==> src/rtl/cell_addr_sequencer_pkg.sv <==
// Shared defaults and state encoding for the cell address sequencer.
package cell_addr_sequencer_pkg;

    localparam int unsigned ADDR_W_DEF    = 14;
    localparam int unsigned COL_W_DEF     = 7;
    localparam int unsigned CELL_H_DEF    = 10;
    localparam int unsigned CELL_W_DEF    = 10;
    localparam int unsigned FB_ROW_STRIDE = 66;

    typedef enum logic {
        StIdle,
        StRun
    } state_e;

endpackage

==> src/rtl/cell_addr_sequencer.sv <==
// Streams the pixel addresses of one cell row-major, LANES per beat, with valid/ready flow
// control. Row bases are accumulated by adding the stride, so no multiplier is needed.
module cell_addr_sequencer
    import cell_addr_sequencer_pkg::*;
#(
    parameter int unsigned ADDR_W = ADDR_W_DEF,
    parameter int unsigned COL_W  = COL_W_DEF,
    parameter int unsigned CELL_H = CELL_H_DEF,
    parameter int unsigned CELL_W = CELL_W_DEF,
    parameter int unsigned LANES  = 1,
    localparam int unsigned RowIdxW = (CELL_H > 1) ? $clog2(CELL_H) : 1,
    localparam int unsigned ColIdxW = (CELL_W > 1) ? $clog2(CELL_W) : 1
) (
    input  logic                      clk_i,
    input  logic                      rst_ni,
    input  logic                      start_i,
    input  logic [ADDR_W-1:0]         begin_row_i,
    input  logic [COL_W-1:0]          begin_col_i,
    input  logic [COL_W-1:0]          row_stride_i,
    output logic [LANES*ADDR_W-1:0]   addr_o,
    output logic                      valid_o,
    input  logic                      ready_i,
    output logic                      last_o,
    output logic [RowIdxW-1:0]        row_idx_o,
    output logic [ColIdxW-1:0]        col_idx_o,
    output logic                      busy_o,
    output logic                      done_o
);

    localparam logic [RowIdxW-1:0] RowLast = RowIdxW'(CELL_H - 1);
    localparam logic [ColIdxW-1:0] ColLast = ColIdxW'(CELL_W - LANES);
    localparam logic [ColIdxW-1:0] ColStep = ColIdxW'(LANES);

    state_e                    state_q, state_d;
    logic [ADDR_W-1:0]         row_start_q, row_start_d;
    logic [ADDR_W-1:0]         addr0_q, addr0_d;
    logic [ADDR_W-1:0]         stride_q, stride_d;
    logic [RowIdxW-1:0]        row_q, row_d;
    logic [ColIdxW-1:0]        col_q, col_d;
    logic                      last_q, last_d;
    logic                      done_q, done_d;
    logic [LANES*ADDR_W-1:0]   addr_q, addr_d;

    // row_start tracks origin + column + row*stride; addr0 is lane 0 of the current beat.
    always_comb begin
        state_d     = state_q;
        row_start_d = row_start_q;
        addr0_d     = addr0_q;
        stride_d    = stride_q;
        row_d       = row_q;
        col_d       = col_q;
        done_d      = 1'b0;

        unique case (state_q)
            StIdle: begin
                if (start_i) begin
                    state_d     = StRun;
                    row_start_d = begin_row_i + ADDR_W'(begin_col_i);
                    addr0_d     = row_start_d;
                    stride_d    = ADDR_W'(row_stride_i);
                    row_d       = '0;
                    col_d       = '0;
                end
            end
            StRun: begin
                if (ready_i) begin
                    if (col_q == ColLast) begin
                        col_d = '0;
                        if (row_q == RowLast) begin
                            state_d = StIdle;
                            done_d  = 1'b1;
                            row_d   = '0;
                        end else begin
                            row_d       = row_q + RowIdxW'(1);
                            row_start_d = row_start_q + stride_q;
                            addr0_d     = row_start_d;
                        end
                    end else begin
                        col_d   = col_q + ColStep;
                        addr0_d = addr0_q + ADDR_W'(LANES);
                    end
                end
            end
            default: state_d = StIdle;
        endcase

        last_d = (state_d == StRun) && (row_d == RowLast) && (col_d == ColLast);
    end

    for (genvar k = 0; k < LANES; k++) begin : g_lane
        assign addr_d[k*ADDR_W +: ADDR_W] = addr0_d + ADDR_W'(k);
    end

    always_ff @(posedge clk_i or negedge rst_ni) begin
        if (!rst_ni) begin
            state_q     <= StIdle;
            row_start_q <= '0;
            addr0_q     <= '0;
            stride_q    <= '0;
            row_q       <= '0;
            col_q       <= '0;
            last_q      <= 1'b0;
            done_q      <= 1'b0;
            addr_q      <= '0;
        end else begin
            state_q     <= state_d;
            row_start_q <= row_start_d;
            addr0_q     <= addr0_d;
            stride_q    <= stride_d;
            row_q       <= row_d;
            col_q       <= col_d;
            last_q      <= last_d;
            done_q      <= done_d;
            addr_q      <= addr_d;
        end
    end

    assign addr_o    = addr_q;
    assign valid_o   = (state_q == StRun);
    assign busy_o    = (state_q == StRun);
    assign last_o    = last_q;
    assign row_idx_o = row_q;
    assign col_idx_o = col_q;
    assign done_o    = done_q;

endmodule
==> config.mk <==
export PLATFORM = sky130hd
export DESIGN_NAME = cell_addr_sequencer
export DESIGN_NICKNAME = d
export VERILOG_FILES = /design/src/rtl/cell_addr_sequencer_pkg.sv /design/src/rtl/cell_addr_sequencer.sv
export SDC_FILE = /design/constraint.sdc
export NUM_CORES = 1
export LEC_CHECK = 0
export ABC_AREA = 1
export CORE_MARGIN = 3
export CORE_UTILIZATION = 49
export CTS_CLUSTER_DIAMETER = 50
export DETAILED_ROUTE_END_ITERATION = 16
export PLACE_DENSITY = 0.78
export SLEW_MARGIN = 30
export SYNTH_ARGS = -nofsm -noshare
export SYNTH_HDL_FRONTEND = slang
export SYNTH_SLANG_ARGS = --single-unit
export TNS_END_PERCENT = 20
==> constraint.sdc <==
create_clock -name clk_i -period 1.7 [get_ports clk_i]
set_input_delay 0.51 -clock clk_i [delete_from_list [all_inputs] [get_ports clk_i]]
set_output_delay 0.51 -clock clk_i [all_outputs]
set_load 0.02 [all_outputs]
==> flow_summary_export.csv <==
group,metric,value,unit
logic_synthesis,synth_compound_area_share,11.1,%
clock_network,clockRootBuffer,"clkbuf_8",
route,final_antenna_net_count,0,
global_route,grt_max_degree,47,
logic_synthesis,synthFlopType,"dfrtp_1",
placement,pre_cts_slack,-0.757,ns
timing,finalHoldViolations,0,
setup_path,max_stage_delay,0.40,ns
route,viasPerCell,5.47,
setup_path,worstRegToRegCells,9,
logic_synthesis,syn_inst,522,
setup_path,cp_num_buf_inv,1,
placement,numPortBuffers,57,
route,num_vias,4043,
clock_network,clk_path_buf_depth,2,
placement,dp_hpwl,8.02,mm
global_route,use_met1,30.9,%
logic_synthesis,ys_ff_latch,46,
logic_synthesis,syn-mean-instance-area,6.82,µm²
global_route,grt_pass1_vias,4070,
layout,postLayoutCoreUtil,74.4,%
layout,drive_above_1_share,26.9,%
job,maxCapViolations,0,
setup_path,r2r-start,"stride_q[0]$_DFFE_PN0P_",
global_route,grt_overflow,0,
die,die_h,91.2,µm
global_route,grt_usage,26.7,%
clock_network,h-tree-depth,2,
logic_synthesis,ys_async_sr_fraction,100,%
timing,rsz0062_at_grt,"true",
die,core-area,0.00691,mm²
die,io_pins,58,
setup_path,cpMaxStageDelayCell,"dfrtp_1",
global_route,grt_pass1_wl,18.2,mm
logic_synthesis,synth.area.mux_share,2.21,%
logic_synthesis,yosysWarningCount,0,
logic_synthesis,synth-edff-count,0,
logic_synthesis,synthTopCellsByArea,"dfrtp_1, nand2_1, nand3_1",
route,drc,0,
logic_synthesis,synth-simple-area-share,35.5,%
die,start_util,51.5,%
setup_path,cp_top_family,"adder cells",
logic_synthesis,syn_nets,571,
layout,fillers,530,
power_and_ir_drop,p_per_area,1510,mW/mm²
die,die_area,0.00832,mm²
timing,fmax,0.530,GHz
outcome,violations,"setup timing",
logic_synthesis,synth_top_area_share,32.3,%
global_route,grt_busiest_layer,"met2",
global_route,grt.met3_usage,3.48,%
setup_path,path_class,"reg2reg",
logic_synthesis,synth_top_area_cell,"dfrtp_1",
timing,clock_skew,0.0114,ns
timing,timing.final.crit_share,111,%
logic_synthesis,yosysUniqueCellTypes,40,
layout,nets,691,
setup_path,critPathArrivalTime,2.08,ns
setup_path,cpMostUsedCell,"nand3_4",
clock_network,clk_pin_slew_worst_paths,0.11,ns
logic_synthesis,synth_top_family_by_area,"simple AND/OR/NAND/NOR gates",
route,routed_wl,11.3,mm
setup_path,cp.required,1.90,ns
setup_path,rr_endpoint,"addr_o[4]$_DFFE_PN0P_",
die,rows,30,
route,drt_first_pass_iters,6,
setup_path,crit_chain,"ha_2 > fa_2 > nand3_4 > nand3_4 > buf_4 > xnor2_2 > nor2_1 > a21oi_1 > a31oi_1",
layout,diodes,0,
global_route,grt.met2_usage,48.5,%
setup_path,cp-end-kind,"flop",
layout,area.growth.synth_to_final,44.4,%
clock_network,clk_latency,0.32,ns
route,wire_per_inst,15.3,µm
clock_network,numClockSinks,46,
timing,post-route-min-period,1.89,ns
timing,slew_viol_final,0,
timing,tightestPinTransition,0.327,ns
logic_synthesis,synth-seq-area-share,32.3,%
clock_network,cts_tree,"built",
clock_network,cts_buffers,5,
power_and_ir_drop,vdd_drop_max,945,µV
outcome,status,"complete, but fails checks",
placement,place.gp.congestion,0.899,
logic_synthesis,synth_fa_ha_area_share,6.40,%
setup_path,crit_path_start_kind,"flop",
timing,worst_slack,-0.186,ns
min_path,hold_class,"in2async",
logic_synthesis,syn-cell-area,0.00356,mm²
global_route,antenna_found_initial,0,
die,die_w,91.2,µm
setup_path,path_max_fanout,2,
timing,setup_viol,18,
timing,slew_headroom,78.0,%
setup_path,rrSetupSlack,-0.19,ns
route,dr.first_iter.drc_count,346,
logic_synthesis,synth_xor_area_share,2.71,%
power_and_ir_drop,leakage,2.57,nW
[synthesized netlist by cell type (2+ instances only)]
cell type,n
nand2_1,154
inv_1,62
nor2_1,58
nand3_1,47
dfrtp_1,46
a21oi_1,18
o21ai_0,17
ha_1,15
a31oi_1,14
nand4_1,9
nor3_1,9
xor2_1,8
mux2_2,7
nand2_2,5
buf_2,4
buf_6,4
inv_2,4
o21ai_1,4
nor2_2,3
or2_2,3
xnor2_1,3
a21boi_0,2
a21o_1,2
a22oi_1,2
buf_4,2
fa_1,2
nand3b_1,2
nor2_4,2
o211ai_1,2
o22ai_1,2
[how the worst max path moves through the flow]
stage,startpoint,depth (start not counted),to
2_1_floorplan,begin_row_i[0],12,addr_o[10]$_DFFE_PN0P_
3_3_place_gp,begin_row_i[0],13,addr_o[10]$_DFFE_PN0P_
3_5_place_dp,begin_row_i[0],13,addr_o[12]$_DFFE_PN0P_
4_1_cts,row_start_q[0]$_DFFE_PN0P_,11,addr_o[8]$_DFFE_PN0P_
5_1_grt,stride_q[0]$_DFFE_PN0P_,11,addr_o[8]$_DFFE_PN0P_
6_report,stride_q[0]$_DFFE_PN0P_,9,addr_o[4]$_DFFE_PN0P_
[kinds of logic (layout without fill, tap and decap cells)]
kind of cell,count (synthesis),in the layout
muxes,7,7
DFF,46,46
buffers and inverters,79,200
xor gates and xnor gates,11,11
adders and majority gates,17,17
AOI/OAI and AO/OA,67,67
and+or+nand+nor,295,295
[layout make-up]
type	count	area, µm²	share of cell area [%]
clock buffers	5	68.8	1.34
clock inverters	3	26.3	0.511
inverters	68	262	5.09
multi-input cells	397	2460	47.8
flip-flops and latches	46	1150	22.4
well taps	96	120	2.34
repair buffers	124	1050	20.5
[through the flow]
step	cell area (µm²)	setup TNS (ns)	power, mW	cells	hold slack (ns)
2_1_floorplan	3600	-0.293	4.54	522	0.214
3_3_place_gp	4700	-16.15	6.10	726	0.497
3_5_place_dp	4700	-17.64	6.26	726	0.496
4_1_cts	5080	-1.45	7.40	738	0.174
5_1_grt	5140	-4.44	8.32	739	0.188
6_report	5140	-1.80	7.74	739	0.170
[timing repair]
| item | 4_1_cts | 5_1_grt |
|---|---|---|
| gates cloned | 0 | 0 |
| gates resized for setup | 106 | 13 |
| hold buffers | 0 | 0 |
| endpoints found under the hold margin | 0 | 0 |
| pin swaps | 23 | 13 |
| setup endpoints to repair | 54 | 30 |
| setup buffers | 4 | 1 |
[report_power, final]
part           total (mW)  internal, mW  switching (mW)  leakage [nW]
registers            2.09          1.55           0.539         0.556
clock network       0.758         0.307           0.451        0.0495
logic                4.90          2.19            2.70          1.97
total                7.74          4.05            3.70          2.57
[registers in the layout, summed over array words and instances, names as in the netlist]
register	flops
addr_o	14
row_start_q	14
stride_q	7
col_idx_o	4
row_idx_o	4
busy_o	1
done_o	1
last_o	1
[layer usage]
metal  part of all wire [%]  up-vias  routed length (µm)
li1                       -     1927                   -
met1                     40     1903                4460
met2                     52      176                5810
met3                    5.4       37                 606
met4                    3.5        0                 396
met5                      0        -                   0
[worst reg2reg max path: cells and delay by family (launching register included)]
kind / cells / cell delay [ns]
AO/OA/AOI/OAI: 2 / 0.21
XOR/XNOR: 1 / 0.14
adder cells (fa/ha/maj): 2 / 0.60
flip-flops: 1 / 0.40
buffers and inverters: 1 / 0.15
AND/OR/NAND/NOR: 3 / 0.26
[cell usage in the layout, fill, tap and decap left out, drive strengths merged, types with 9 or more instances in the layout]
cell	netlist	final
nand2	160	160
inv	67	70
buf	10	68
nor2	63	63
nand3	47	47
dfrtp	46	46
dlygate4sd2	0	34
o21ai	22	22
a21oi	19	19
clkdlybuf4s50	0	16
ha	15	15
a31oi	14	14
nand4	9	9
nor3	9	9
Power figures use the tool's default switching activity.
